File: config.mk
export PLATFORM = sky130hd
export DESIGN_NAME = axi_mem_port_flat
export DESIGN_NICKNAME = d
export VERILOG_FILES = /design/src/rtl/axi_mem_port_if.sv /design/src/rtl/axi_mem_port.sv /design/src/flat_wrapper.sv
export SDC_FILE = /design/constraint.sdc
export NUM_CORES = 1
export LEC_CHECK = 0
export BUFFER_PORTS_ARGS = -buffer_cell sky130_fd_sc_hd__buf_2
export CORE_MARGIN = 2
export CORE_UTILIZATION = 25
export CTS_BUF_LIST = sky130_fd_sc_hd__clkbuf_4 sky130_fd_sc_hd__clkbuf_8
export CTS_CLUSTER_DIAMETER = 40
export DETAILED_ROUTE_END_ITERATION = 8
export GPL_TIMING_DRIVEN = 0
export MAX_ROUTING_LAYER = met4
export PLACE_DENSITY = 0.43
export SLEW_MARGIN = 20
export SYNTH_ARGS = -nofsm -noshare
export SYNTH_HDL_FRONTEND = slang
export SYNTH_SLANG_ARGS = --single-unit
File: constraint.sdc
create_clock -name clk -period 11.2 [get_ports clk]
set_clock_uncertainty 0.1 [all_clocks]
set_input_delay 0.56 -clock clk [delete_from_list [all_inputs] [get_ports clk]]
set_output_delay 0.56 -clock clk [all_outputs]
set_load 0.005 [all_outputs]
File: src/rtl/axi_mem_port_if.sv
// axi_mem_port_if: AXI4 channel bundle between a bus master and the memory port.
interface axi_mem_port_if #(
    parameter int DATA_WD = 128,
    parameter int ADDR_WD = 32,
    parameter int ID_WD   = 4
);
    logic                 awvalid, awready;
    logic [ID_WD-1:0]     awid;
    logic [ADDR_WD-1:0]   awaddr;
    logic [7:0]           awlen;
    logic [2:0]           awsize;
    logic [1:0]           awburst;
    logic                 wvalid, wready;
    logic [DATA_WD-1:0]   wdata;
    logic [DATA_WD/8-1:0] wstrb;
    logic                 wlast;
    logic                 bvalid, bready;
    logic [ID_WD-1:0]     bid;
    logic [1:0]           bresp;
    logic                 arvalid, arready;
    logic [ID_WD-1:0]     arid;
    logic [ADDR_WD-1:0]   araddr;
    logic [7:0]           arlen;
    logic [2:0]           arsize;
    logic [1:0]           arburst;
    logic                 rvalid, rready;
    logic [ID_WD-1:0]     rid;
    logic [DATA_WD-1:0]   rdata;
    logic [1:0]           rresp;
    logic                 rlast;

    modport slave (
        input  awvalid, awid, awaddr, awlen, awsize, awburst,
        output awready,
        input  wvalid, wdata, wstrb, wlast,
        output wready,
        output bvalid, bid, bresp,
        input  bready,
        input  arvalid, arid, araddr, arlen, arsize, arburst,
        output arready,
        output rvalid, rid, rdata, rresp, rlast,
        input  rready
    );

    modport master (
        output awvalid, awid, awaddr, awlen, awsize, awburst,
        input  awready,
        output wvalid, wdata, wstrb, wlast,
        input  wready,
        input  bvalid, bid, bresp,
        output bready,
        output arvalid, arid, araddr, arlen, arsize, arburst,
        input  arready,
        input  rvalid, rid, rdata, rresp, rlast,
        output rready
    );
endinterface

File: src/rtl/axi_mem_port.sv
// axi_mem_port: AXI4 slave front-end driving a single-port beat-addressed memory.
// One burst at a time; reads and writes alternate priority when both are pending.
//
// state | meaning
// IDLE  | waiting for AW or AR, round-robin between them
// WRITE | accepting W beats, one memory write per beat
// WRESP | presenting the B response
// READ  | issuing memory reads and returning R beats through a 2-entry FIFO
module axi_mem_port #(
    parameter int DATA_WD  = 128,
    parameter int ADDR_WD  = 32,
    parameter int ID_WD    = 4,
    parameter int MEM_SIZE = 64
) (
    input  logic                 clk,
    input  logic                 rst_n,
    axi_mem_port_if.slave        axi,
    output logic [ADDR_WD-1:0]   mem_addr,
    output logic                 mem_wr_en,
    output logic                 mem_rd_en,
    output logic [DATA_WD/8-1:0] mem_strobe,
    output logic [DATA_WD-1:0]   mem_wdata,
    input  logic [DATA_WD-1:0]   mem_rdata
);
    localparam int STRB_WD  = DATA_WD / 8;
    localparam int ADDR_LSB = $clog2(STRB_WD);
    localparam logic [ADDR_WD:0] MEM_LIMIT = (ADDR_WD + 1)'(MEM_SIZE) << 20;
    localparam logic [1:0] RESP_OKAY   = 2'b00;
    localparam logic [1:0] RESP_SLVERR = 2'b10;

    typedef enum logic [1:0] {IDLE, WRITE, WRESP, READ} state_t;
    state_t state, state_nxt;

    logic               prio_w;
    logic [ID_WD-1:0]   id_q;
    logic [ADDR_WD-1:0] cur;
    logic [7:0]         len_q;
    logic [2:0]         size_q;
    logic [1:0]         burst_q;
    logic [7:0]         wcnt;
    logic               w_err;
    logic [8:0]         icnt;
    logic [7:0]         rcnt;
    logic               pend, pend_err;
    logic [DATA_WD-1:0] fifo_data [2];
    logic [1:0]         fifo_err;
    logic               fifo_wp, fifo_rp;
    logic [1:0]         fifo_cnt;

    logic               aw_grant, ar_grant, beat_ok, w_beat, w_final, issue;
    logic               r_avail, r_hs, push, pop;
    logic [ADDR_WD-1:0] addr_step;
    logic [DATA_WD-1:0] ret_data, head_data;
    logic               head_err;

    assign aw_grant  = (state == IDLE) && axi.awvalid && (prio_w || !axi.arvalid);
    assign ar_grant  = (state == IDLE) && axi.arvalid && (!prio_w || !axi.awvalid);
    // WRAP and reserved bursts never touch memory.
    assign beat_ok   = ({1'b0, cur} < MEM_LIMIT) && !burst_q[1];
    assign addr_step = (burst_q == 2'b01) ? (ADDR_WD'(1) << size_q) : '0;
    assign w_beat    = (state == WRITE) && axi.wvalid;
    assign w_final   = (wcnt == len_q);
    // Occupancy plus the read in flight may never exceed the FIFO depth.
    assign issue     = (state == READ) && (({1'b0, fifo_cnt} + {2'b0, pend}) < 3'd2)
                       && (icnt <= {1'b0, len_q});
    assign ret_data  = pend_err ? '0 : mem_rdata;
    assign head_data = (fifo_cnt != 2'd0) ? fifo_data[fifo_rp] : ret_data;
    assign head_err  = (fifo_cnt != 2'd0) ? fifo_err[fifo_rp] : pend_err;
    assign r_avail   = (state == READ) && ((fifo_cnt != 2'd0) || pend);
    assign r_hs      = r_avail && axi.rready;
    // A returning beat is bypassed to R only when the FIFO is empty and R is taken.
    assign push      = pend && ((fifo_cnt != 2'd0) || !axi.rready);
    assign pop       = (fifo_cnt != 2'd0) && axi.rready;

    // State register.
    always_ff @(posedge clk) begin
        if (!rst_n) state <= IDLE;
        else        state <= state_nxt;
    end

    // Next-state decode.
    always_comb begin
        state_nxt = state;
        case (state)
            IDLE:    if (aw_grant) state_nxt = WRITE;
                     else if (ar_grant) state_nxt = READ;
            WRITE:   if (w_beat && w_final) state_nxt = WRESP;
            WRESP:   if (axi.bready) state_nxt = IDLE;
            READ:    if (r_hs && (rcnt == len_q)) state_nxt = IDLE;
            default: state_nxt = IDLE;
        endcase
    end

    // Bus and memory outputs.
    always_comb begin
        axi.awready = aw_grant;
        axi.arready = ar_grant;
        axi.wready  = (state == WRITE);
        axi.bvalid  = (state == WRESP);
        axi.bid     = id_q;
        axi.bresp   = ((state == WRESP) && w_err) ? RESP_SLVERR : RESP_OKAY;
        axi.rvalid  = r_avail;
        axi.rid     = id_q;
        axi.rdata   = r_avail ? head_data : '0;
        axi.rresp   = (r_avail && head_err) ? RESP_SLVERR : RESP_OKAY;
        axi.rlast   = r_avail && (rcnt == len_q);
        mem_wr_en   = w_beat && beat_ok;
        mem_rd_en   = issue && beat_ok;
        mem_addr    = ((state == WRITE) || (state == READ)) ? (cur >> ADDR_LSB) : '0;
        mem_strobe  = w_beat ? axi.wstrb : '0;
        mem_wdata   = w_beat ? axi.wdata : '0;
    end

    // Burst bookkeeping, read-return FIFO and arbitration priority.
    always_ff @(posedge clk) begin
        if (!rst_n) begin
            prio_w   <= 1'b1;
            id_q     <= '0;
            cur      <= '0;
            len_q    <= '0;
            size_q   <= '0;
            burst_q  <= '0;
            wcnt     <= '0;
            w_err    <= 1'b0;
            icnt     <= '0;
            rcnt     <= '0;
            pend     <= 1'b0;
            pend_err <= 1'b0;
            fifo_err <= '0;
            fifo_wp  <= 1'b0;
            fifo_rp  <= 1'b0;
            fifo_cnt <= '0;
        end else begin
            pend     <= issue;
            pend_err <= !beat_ok;
            if (aw_grant) begin
                prio_w  <= !prio_w;
                id_q    <= axi.awid;
                cur     <= axi.awaddr;
                len_q   <= axi.awlen;
                size_q  <= axi.awsize;
                burst_q <= axi.awburst;
                wcnt    <= '0;
                w_err   <= 1'b0;
            end else if (ar_grant) begin
                prio_w   <= !prio_w;
                id_q     <= axi.arid;
                cur      <= axi.araddr;
                len_q    <= axi.arlen;
                size_q   <= axi.arsize;
                burst_q  <= axi.arburst;
                icnt     <= '0;
                rcnt     <= '0;
                fifo_wp  <= 1'b0;
                fifo_rp  <= 1'b0;
                fifo_cnt <= '0;
            end
            if (w_beat) begin
                wcnt  <= wcnt + 8'd1;
                cur   <= cur + addr_step;
                w_err <= w_err || !beat_ok || (axi.wlast != w_final);
            end
            if (issue) begin
                cur  <= cur + addr_step;
                icnt <= icnt + 9'd1;
            end
            if (push) begin
                fifo_data[fifo_wp] <= ret_data;
                fifo_err[fifo_wp]  <= pend_err;
                fifo_wp            <= !fifo_wp;
            end
            if (pop) fifo_rp <= !fifo_rp;
            if (push || pop) fifo_cnt <= fifo_cnt + {1'b0, push} - {1'b0, pop};
            if (r_hs) rcnt <= rcnt + 8'd1;
        end
    end
endmodule

File: src/flat_wrapper.sv
// flat-port wrapper written by rule: the top's interface ports become plain ports
module axi_mem_port_flat 
#(
    parameter int DATA_WD  = 128,
    parameter int ADDR_WD  = 32,
    parameter int ID_WD    = 4,
    parameter int MEM_SIZE = 64
)
  (clk, rst_n, mem_addr, mem_wr_en, mem_rd_en, mem_strobe, mem_wdata, mem_rdata, axi_awvalid, axi_awid, axi_awaddr, axi_awlen, axi_awsize, axi_awburst, axi_awready, axi_wvalid, axi_wdata, axi_wstrb, axi_wlast, axi_wready, axi_bvalid, axi_bid, axi_bresp, axi_bready, axi_arvalid, axi_arid, axi_araddr, axi_arlen, axi_arsize, axi_arburst, axi_arready, axi_rvalid, axi_rid, axi_rdata, axi_rresp, axi_rlast, axi_rready);
  axi_mem_port_if #(.DATA_WD(DATA_WD), .ADDR_WD(ADDR_WD), .ID_WD(ID_WD)) axi_i ();
  input  logic clk;
  input  logic rst_n;
  output logic [ADDR_WD-1:0] mem_addr;
  output logic mem_wr_en;
  output logic mem_rd_en;
  output logic [DATA_WD/8-1:0] mem_strobe;
  output logic [DATA_WD-1:0] mem_wdata;
  input  logic [DATA_WD-1:0] mem_rdata;
  input wire logic [$bits(axi_i.awvalid)-1:0] axi_awvalid;
  input wire logic [$bits(axi_i.awid)-1:0] axi_awid;
  input wire logic [$bits(axi_i.awaddr)-1:0] axi_awaddr;
  input wire logic [$bits(axi_i.awlen)-1:0] axi_awlen;
  input wire logic [$bits(axi_i.awsize)-1:0] axi_awsize;
  input wire logic [$bits(axi_i.awburst)-1:0] axi_awburst;
  output wire logic [$bits(axi_i.awready)-1:0] axi_awready;
  input wire logic [$bits(axi_i.wvalid)-1:0] axi_wvalid;
  input wire logic [$bits(axi_i.wdata)-1:0] axi_wdata;
  input wire logic [$bits(axi_i.wstrb)-1:0] axi_wstrb;
  input wire logic [$bits(axi_i.wlast)-1:0] axi_wlast;
  output wire logic [$bits(axi_i.wready)-1:0] axi_wready;
  output wire logic [$bits(axi_i.bvalid)-1:0] axi_bvalid;
  output wire logic [$bits(axi_i.bid)-1:0] axi_bid;
  output wire logic [$bits(axi_i.bresp)-1:0] axi_bresp;
  input wire logic [$bits(axi_i.bready)-1:0] axi_bready;
  input wire logic [$bits(axi_i.arvalid)-1:0] axi_arvalid;
  input wire logic [$bits(axi_i.arid)-1:0] axi_arid;
  input wire logic [$bits(axi_i.araddr)-1:0] axi_araddr;
  input wire logic [$bits(axi_i.arlen)-1:0] axi_arlen;
  input wire logic [$bits(axi_i.arsize)-1:0] axi_arsize;
  input wire logic [$bits(axi_i.arburst)-1:0] axi_arburst;
  output wire logic [$bits(axi_i.arready)-1:0] axi_arready;
  output wire logic [$bits(axi_i.rvalid)-1:0] axi_rvalid;
  output wire logic [$bits(axi_i.rid)-1:0] axi_rid;
  output wire logic [$bits(axi_i.rdata)-1:0] axi_rdata;
  output wire logic [$bits(axi_i.rresp)-1:0] axi_rresp;
  output wire logic [$bits(axi_i.rlast)-1:0] axi_rlast;
  input wire logic [$bits(axi_i.rready)-1:0] axi_rready;
  assign axi_i.awvalid = axi_awvalid;
  assign axi_i.awid = axi_awid;
  assign axi_i.awaddr = axi_awaddr;
  assign axi_i.awlen = axi_awlen;
  assign axi_i.awsize = axi_awsize;
  assign axi_i.awburst = axi_awburst;
  assign axi_awready = axi_i.awready;
  assign axi_i.wvalid = axi_wvalid;
  assign axi_i.wdata = axi_wdata;
  assign axi_i.wstrb = axi_wstrb;
  assign axi_i.wlast = axi_wlast;
  assign axi_wready = axi_i.wready;
  assign axi_bvalid = axi_i.bvalid;
  assign axi_bid = axi_i.bid;
  assign axi_bresp = axi_i.bresp;
  assign axi_i.bready = axi_bready;
  assign axi_i.arvalid = axi_arvalid;
  assign axi_i.arid = axi_arid;
  assign axi_i.araddr = axi_araddr;
  assign axi_i.arlen = axi_arlen;
  assign axi_i.arsize = axi_arsize;
  assign axi_i.arburst = axi_arburst;
  assign axi_arready = axi_i.arready;
  assign axi_rvalid = axi_i.rvalid;
  assign axi_rid = axi_i.rid;
  assign axi_rdata = axi_i.rdata;
  assign axi_rresp = axi_i.rresp;
  assign axi_rlast = axi_i.rlast;
  assign axi_i.rready = axi_rready;
  axi_mem_port #(.DATA_WD(DATA_WD), .ADDR_WD(ADDR_WD), .ID_WD(ID_WD), .MEM_SIZE(MEM_SIZE)) u_core (.clk(clk), .rst_n(rst_n), .axi(axi_i), .mem_addr(mem_addr), .mem_wr_en(mem_wr_en), .mem_rd_en(mem_rd_en), .mem_strobe(mem_strobe), .mem_wdata(mem_wdata), .mem_rdata(mem_rdata));
endmodule
**Yosys cells after proc, flatten, opt, wreduce, memory -nomap -nowiden**

Memories as Yosys holds them, arrays and structs flattened. A register that Yosys moved wholly into a read port is not among the register bits.
Cells that the tools add are included.

- Flip-flop bits (word level): 86
- Memory bits (writable): 256
- Input port bits: 378
- Output and inout port bits: 324
- Memories kept: 1

- Add/sub/neg operators: 7
- $lt $le $gt $ge: 6
- Eq/ne operators: 16
- Shift operators: 1
- Mux-type cells: 57
- Reductions and logical operators: 52

Memory list:

| name | words | width | read ports | clocked after memory_dff | wr ports | line | text |
|---|---|---|---|---|---|---|---|
| u_core.fifo_data | 2 | 128 | 1 | 1 | 1 | axi_mem_port.sv:45 | `logic [DATA_WD-1:0] fifo_data [2];` |

Operator list:

| kind | count |
|---|---|
| 2-to-1 mux 128 bit | 4 |
| 2-to-1 mux 32 bit | 5 |
| 2-to-1 mux 8 bit | 7 |
| adder 32 bit | 1 |
| < comparator 32 x 27 -> 1 bit, second input constant | 1 |
| left shift 1 x 3 -> 32 bit, first input constant | 1 |
| 2-to-1 mux 28 bit | 1 |
| 2-to-1 mux 9 bit | 3 |
| 2-to-1 mux 2 bit | 12 |
| logical AND 1 bit | 20 |
| 2-to-1 mux 1 bit | 17 |
| adder 8 x 1 -> 8 bit, second input constant | 2 |
| == test 8 bit | 2 |
| 2-to-1 mux 16 bit | 1 |
| nonzero test 2 bit | 8 |
| != test 2 x 1 -> 1 bit, second input constant | 7 |
| AND reduction 2 bit | 5 |
| adder 9 x 1 -> 9 bit, second input constant | 1 |
| <= comparator 9 x 8 -> 1 bit | 1 |
| logical NOT 1 bit | 8 |
| logical OR 1 bit | 8 |
| 2-to-1 mux 4 bit | 2 |
| one-hot mux 2 bit (4 select lines) | 1 |
| 2-to-1 mux 3 bit | 2 |
| 16 further kinds | 19 |

**Depth between registers and ports, before layout**

- Depth after elaboration: 8
- Depth in mapped cells: 12
- Gate-level depth less buffers: 10

**Least setup slack after synthesis**

OpenSTA, ideal clock, no wires.

- Kind: flip-flop to flip-flop
- From: reg u_core.fifo_cnt[1]
- To: mem u_core.fifo_data[0][0], enable pin
- Data arrival time: 6.399 ns
- Required time: 10.484 ns
- Slack: 4.084 ns
- Cell stages (with the launch flop): 6
- Path buffers: 1
- Period minus slack after synthesis: 7.116 ns
- Cells stage by stage: dfxtp_1 or2_2 clkbuf_1 o21a_1 nand2_1 nor2_1

- Word-level cells in the longest chain between the ends: 6

Ends and longest elaborated chain:

| what | line | text |
|---|---|---|
| start: declaration | axi_mem_port.sv:48 | `logic [1:0] fifo_cnt;` |
| start signal: assignment | axi_mem_port.sv:173 | `if (push \|\| pop) fifo_cnt <= fifo_cnt + {1'b0, push} - {1'b0, pop};` |
| nonzero test 2 bit | axi_mem_port.sv:72 | `assign push = pend && ((fifo_cnt != 2'd0) \|\| !axi.rready);` |
| logical OR 1 bit | axi_mem_port.sv:72 |  |
| logical AND 1 bit | axi_mem_port.sv:72 |  |
| 2-to-1 mux 1 bit | axi_mem_port.sv:167 | `if (push) begin` |
| 2-to-1 mux 1 bit | axi_mem_port.sv:116 | `if (!rst_n) begin` |
| 2-to-1 mux 1 bit (implied by the code) | axi_mem_port.sv:168 | `fifo_data[fifo_wp] <= ret_data;` |
| end: declaration | axi_mem_port.sv:45 |  |

No other way between the ends.

**Final worst setup path**

- From: reg u_core.fifo_cnt[0]
- To: out axi_rdata[100]

- Word-level cells in the longest chain between the ends: 4

Ends and longest elaborated chain:

| what | line | text |
|---|---|---|
| nonzero test 2 bit (*) | axi_mem_port.sv:67, axi_mem_port.sv:69 |  |
| logical OR 1 bit | axi_mem_port.sv:69 | `assign r_avail = (state == READ) && ((fifo_cnt != 2'd0) \|\| pend);` |
| logical AND 1 bit | axi_mem_port.sv:69 |  |
| 2-to-1 mux 128 bit (*) | axi_mem_port.sv:104 | `axi.rdata = r_avail ? head_data : '0;` |
| end: declaration | flat_wrapper.sv:44 | `output wire logic [$bits(axi_i.rdata)-1:0] axi_rdata;` |

Mark *: on every way between the ends. The rest lies on a longest branch, timed or not.

==> metrics.md <==
| Metric | Value |
|---|---|
| Outcome | finished, final reports clean |
| Peak supply drop | around 0.000078 V |
| Clock-pin slew on the worst setup and hold paths | 60 ps |
| Utilization after layout | ~35% |
| Post-synthesis mux area share | 8.08% |
| GRT Util Overall | 24.4% |
| Cts hold-fix bufs | 0 |
| Mapped Area | about 18000 sq um |
| Initial drt markers | 1383 |
| Crit path required time | 10540 ps |
| Die Span X | ~270 um |
| DR pass1 iterations | 5 |
| Crit path largest cell delay | between 800 and 900 ps |
| Worst Hold Class | in -> reg |
| Unrepaired setup endpoints after global routing | no |
| Worst path arrival time | 3790 ps |
| Post-cts resize count | 0 |
| Clk sink count | 343 |
| Clk root buf | clkbuf_8 |
| Critical path startpoint | u_core.fifo_cnt[0]$_SDFFE_PN0P_ |
| Initial cell density of the core | 25.3% |
| Busiest layer in global routing | met2 |
| Yosys warns | 0 |
| # Max-Cap Violations | 0 |
| Leakage | 10.1 nW |
| Most frequent cells in the layout | buf_2 (699), edfxtp_1 (256), nor2_1 (195) |
| Most common cell after layout, fill and taps aside | buf_2 |
| Post-place setup slack | 7070 ps |
| Tot Pwr | 0.00404 W |
| Post-synthesis register bit count | approximately 340 |
| Max clock buf depth | 3 |
| Power Density | 163 nW/um^2 |
| Die ar. | 74600 sq um |
| Post-synth EDFFs | 256 |
| Sequential area share after synthesis | 52.1% |
| PortBufs | 695 |
| XOR/XNOR Fraction of Synth Area | roughly 1.2% |
| Antenna-violating nets left | 0 |
| Pin count of the biggest net entering global routing | 46 |
| Simple-Gate Fraction of Synth Area | between 20% and 30% |
| Crit-path cells | or2_2, clkbuf_1, clkbuf_1, buf_1, nor2_1, a211oi_1, buf_2 |
| Proportion of layout cells with a drive suffix above 1 | 34.4% |
| R2R Path End | u_core.cur[28]$_SDFFE_PN0P_ |
| Hold path depth | 3 |
| Area contributors post-synth | edfxtp_1 (42%), dfxtp_1 (9.6%), mux2i_1 (7.5%) |
| Post-synthesis cell type count | 73 |
| Synth Area in Adders | approximately 1.6% |
| Share of the synthesized area in the top cell type | 42.5% |
| Most common cell type on the critical path | clkbuf_1 |
| Die Height | 273 um |
| CP max FO | 10 |
| Vias/cell | 4.93 |
| Met3 global-route usage | 10.2% |
| Vias in the first global route | about 17000 |
| Htree depth | 3 |
| Reg2Reg Depth | 12 |
| Initial antenna violation count | 13 |
| Worst Setup Path Type | reg -> out |
| Slew @ Worst Pin | roughly 1100 ps |
| Row cnt | 98 |
| Via count | 17425 |
| Post-CTS Setup Inserts | 0 |
| Remaining global-route overflow | 0 |
| Slowest cell on the critical path | clkbuf_1 |
| Synth Area in Compound Gates | 13.0% |
| Area leader, netlist | edfxtp_1 |
| Layout net count | 2910 |
| # IOs | 702 |
| R2R Setup Slk | 7340 ps |
| Crit Reg-Reg Startpoint | u_core.size_q[2]$_SDFFE_PN0P_ |
| Skew-Pair Late Insertion Delay | 640 ps |
| Minimum clock period | 4450 ps |
| DPL Wire Length | approximately 72000 um |
| Max-slew violation count | 0 |
| Slack of the critical path | 6750 ps |
| Largest family of logic cells by synthesized area | simple AND/OR/NAND/NOR gates |
| Fillcell total | 7466 |
| Top achievable clock speed | 225 MHz |
| Startpoint Class | flop |
| Fin. Hold Viols | 0 |
| Setup crit end | axi_rdata[100] |
| Ys async rst share | 0% |
| GRT met1 Usage | 31.6% |
| DRC | 0 |
| Max_slew headroom | 29.0% |
| TritonCTS clock tree | built |
| Drt total wl | approximately 92000 um |
| Cts bufs inserted | 76 |
| Synthesized area per cell | 10.5 sq um |
| Avg WL per Cell | 26.0 um |
| Core ar. | 71600 sq um |
| Area grow syn2layout | 36.8% |
| Final setup viols | 0 |
| Crit share post-route | around two fifths |
| Synth Flop Type | edfxtp_1 |
| GPL Wtd Cong | approximately 1.3 |
| First-pass GRT wire length | between 100000 and 150000 um |
| GR Util met2 | 34.4% |
| CP endpoint kind | output port |
| Post-Syn Instances | 1721 |
-- area by class of cell --
class / count / area [sq um] / share of cell area, %
flip-flops and latches: 343 / 9430 / 38.1
repair buffers: 706 / 3770 / 15.2
diodes: 12 / 30.0 / 0.121
inverters: 23 / 86.3 / 0.349
multi-input cells: 1221 / 8020 / 32.4
clock buffers: 102 / 1270 / 5.14
well taps: 950 / 1190 / 4.80
plain buffers: 139 / 606 / 2.44
clock inverters: 38 / 373 / 1.51
-- synth_stat cells (23+ instances only) --
cell type,count
edfxtp_1,256
nand3_1,26
nor2b_1,133
a211oi_1,136
clkbuf_1,115
a31oi_1,23
nor2_1,196
and2_1,172
dfxtp_1,87
o21ai_0,24
a21oi_1,41
mux2i_1,136
nand2_1,85
-- how the worst min path moves through the flow --
stage	slack, ps	endpoint	startpoint
2_1_floorplan	330	u_core.w_err$_SDFFE_PN0P_	u_core.w_err$_SDFFE_PN0P_
3_3_place_gp	350	u_core.w_err$_SDFFE_PN0P_	u_core.w_err$_SDFFE_PN0P_
3_5_place_dp	360	u_core.fifo_err[1]$_SDFFE_PN0P_	u_core.fifo_err[1]$_SDFFE_PN0P_
4_1_cts	1	u_core.axi.bid[1]$_SDFFE_PN0P_	axi_arid[1]
5_1_grt	30	u_core.axi.bid[1]$_SDFFE_PN0P_	axi_arid[1]
6_report	80	u_core.size_q[2]$_SDFFE_PN0P_	axi_arsize[2]
-- worst max-delay path: cells and delay by family (launching register included) --
kind | cells | cell delay (ps)
compound gates | 1 | 550
flops | 1 | 410
buf+inv | 4 | 1910
simple gates | 2 | 260
-- routing by layer --
layer / wire (um) / vias up / part of all wire, %
met4: 2540 / 0 / 2.8
met5: 0 / - / 0
li1: - / 7897 / -
met2: 38900 / 876 / 42
met1: 40000 / 8518 / 44
met3: 10500 / 134 / 11
-- state kept, by name, indices dropped and copies added, names as in the netlist, 2 cells and up, named ones only --
signal / count
u_core.fifo_err: 2
u_core.fifo_cnt: 2
u_core.rcnt: 8
u_core.wcnt: 8
u_core.axi.bid: 4
u_core.len_q: 8
u_core.state: 2
u_core.cur: 32
u_core.fifo_data: 256
u_core.icnt: 9
u_core.burst_q: 2
u_core.size_q: 3
-- through the flow --
step           cells  cell area (sq um)  TNS [ps]  hold WS, ps
3_3_place_gp    3371              22800   -123500          351
3_5_place_dp    3382              23100         0          359
6_report        3534              24800         0         81.9
5_1_grt         3533              24800         0         34.1
2_1_floorplan   1726              18100         0          327
4_1_cts         3522              24700         0         1.27
-- logic make-up after synthesis --
kind of cell	after synthesis
AND/OR/NAND/NOR	696
flip-flops	343
AO/OA/AOI/OAI	327
buffers and inverters	162
multiplexers	145
XOR/XNOR	25
adder cells (fa/ha/maj)	22
other	1
-- power by group --
group	switching (W)	total (W)	internal, W
Sequential	0.0000774	0.00155	0.00147
Clock	0.000611	0.00150	0.000887
Combinational	0.000657	0.000994	0.000337
Total	0.00135	0.00404	0.00269
(Power assumes the default switching activity.)
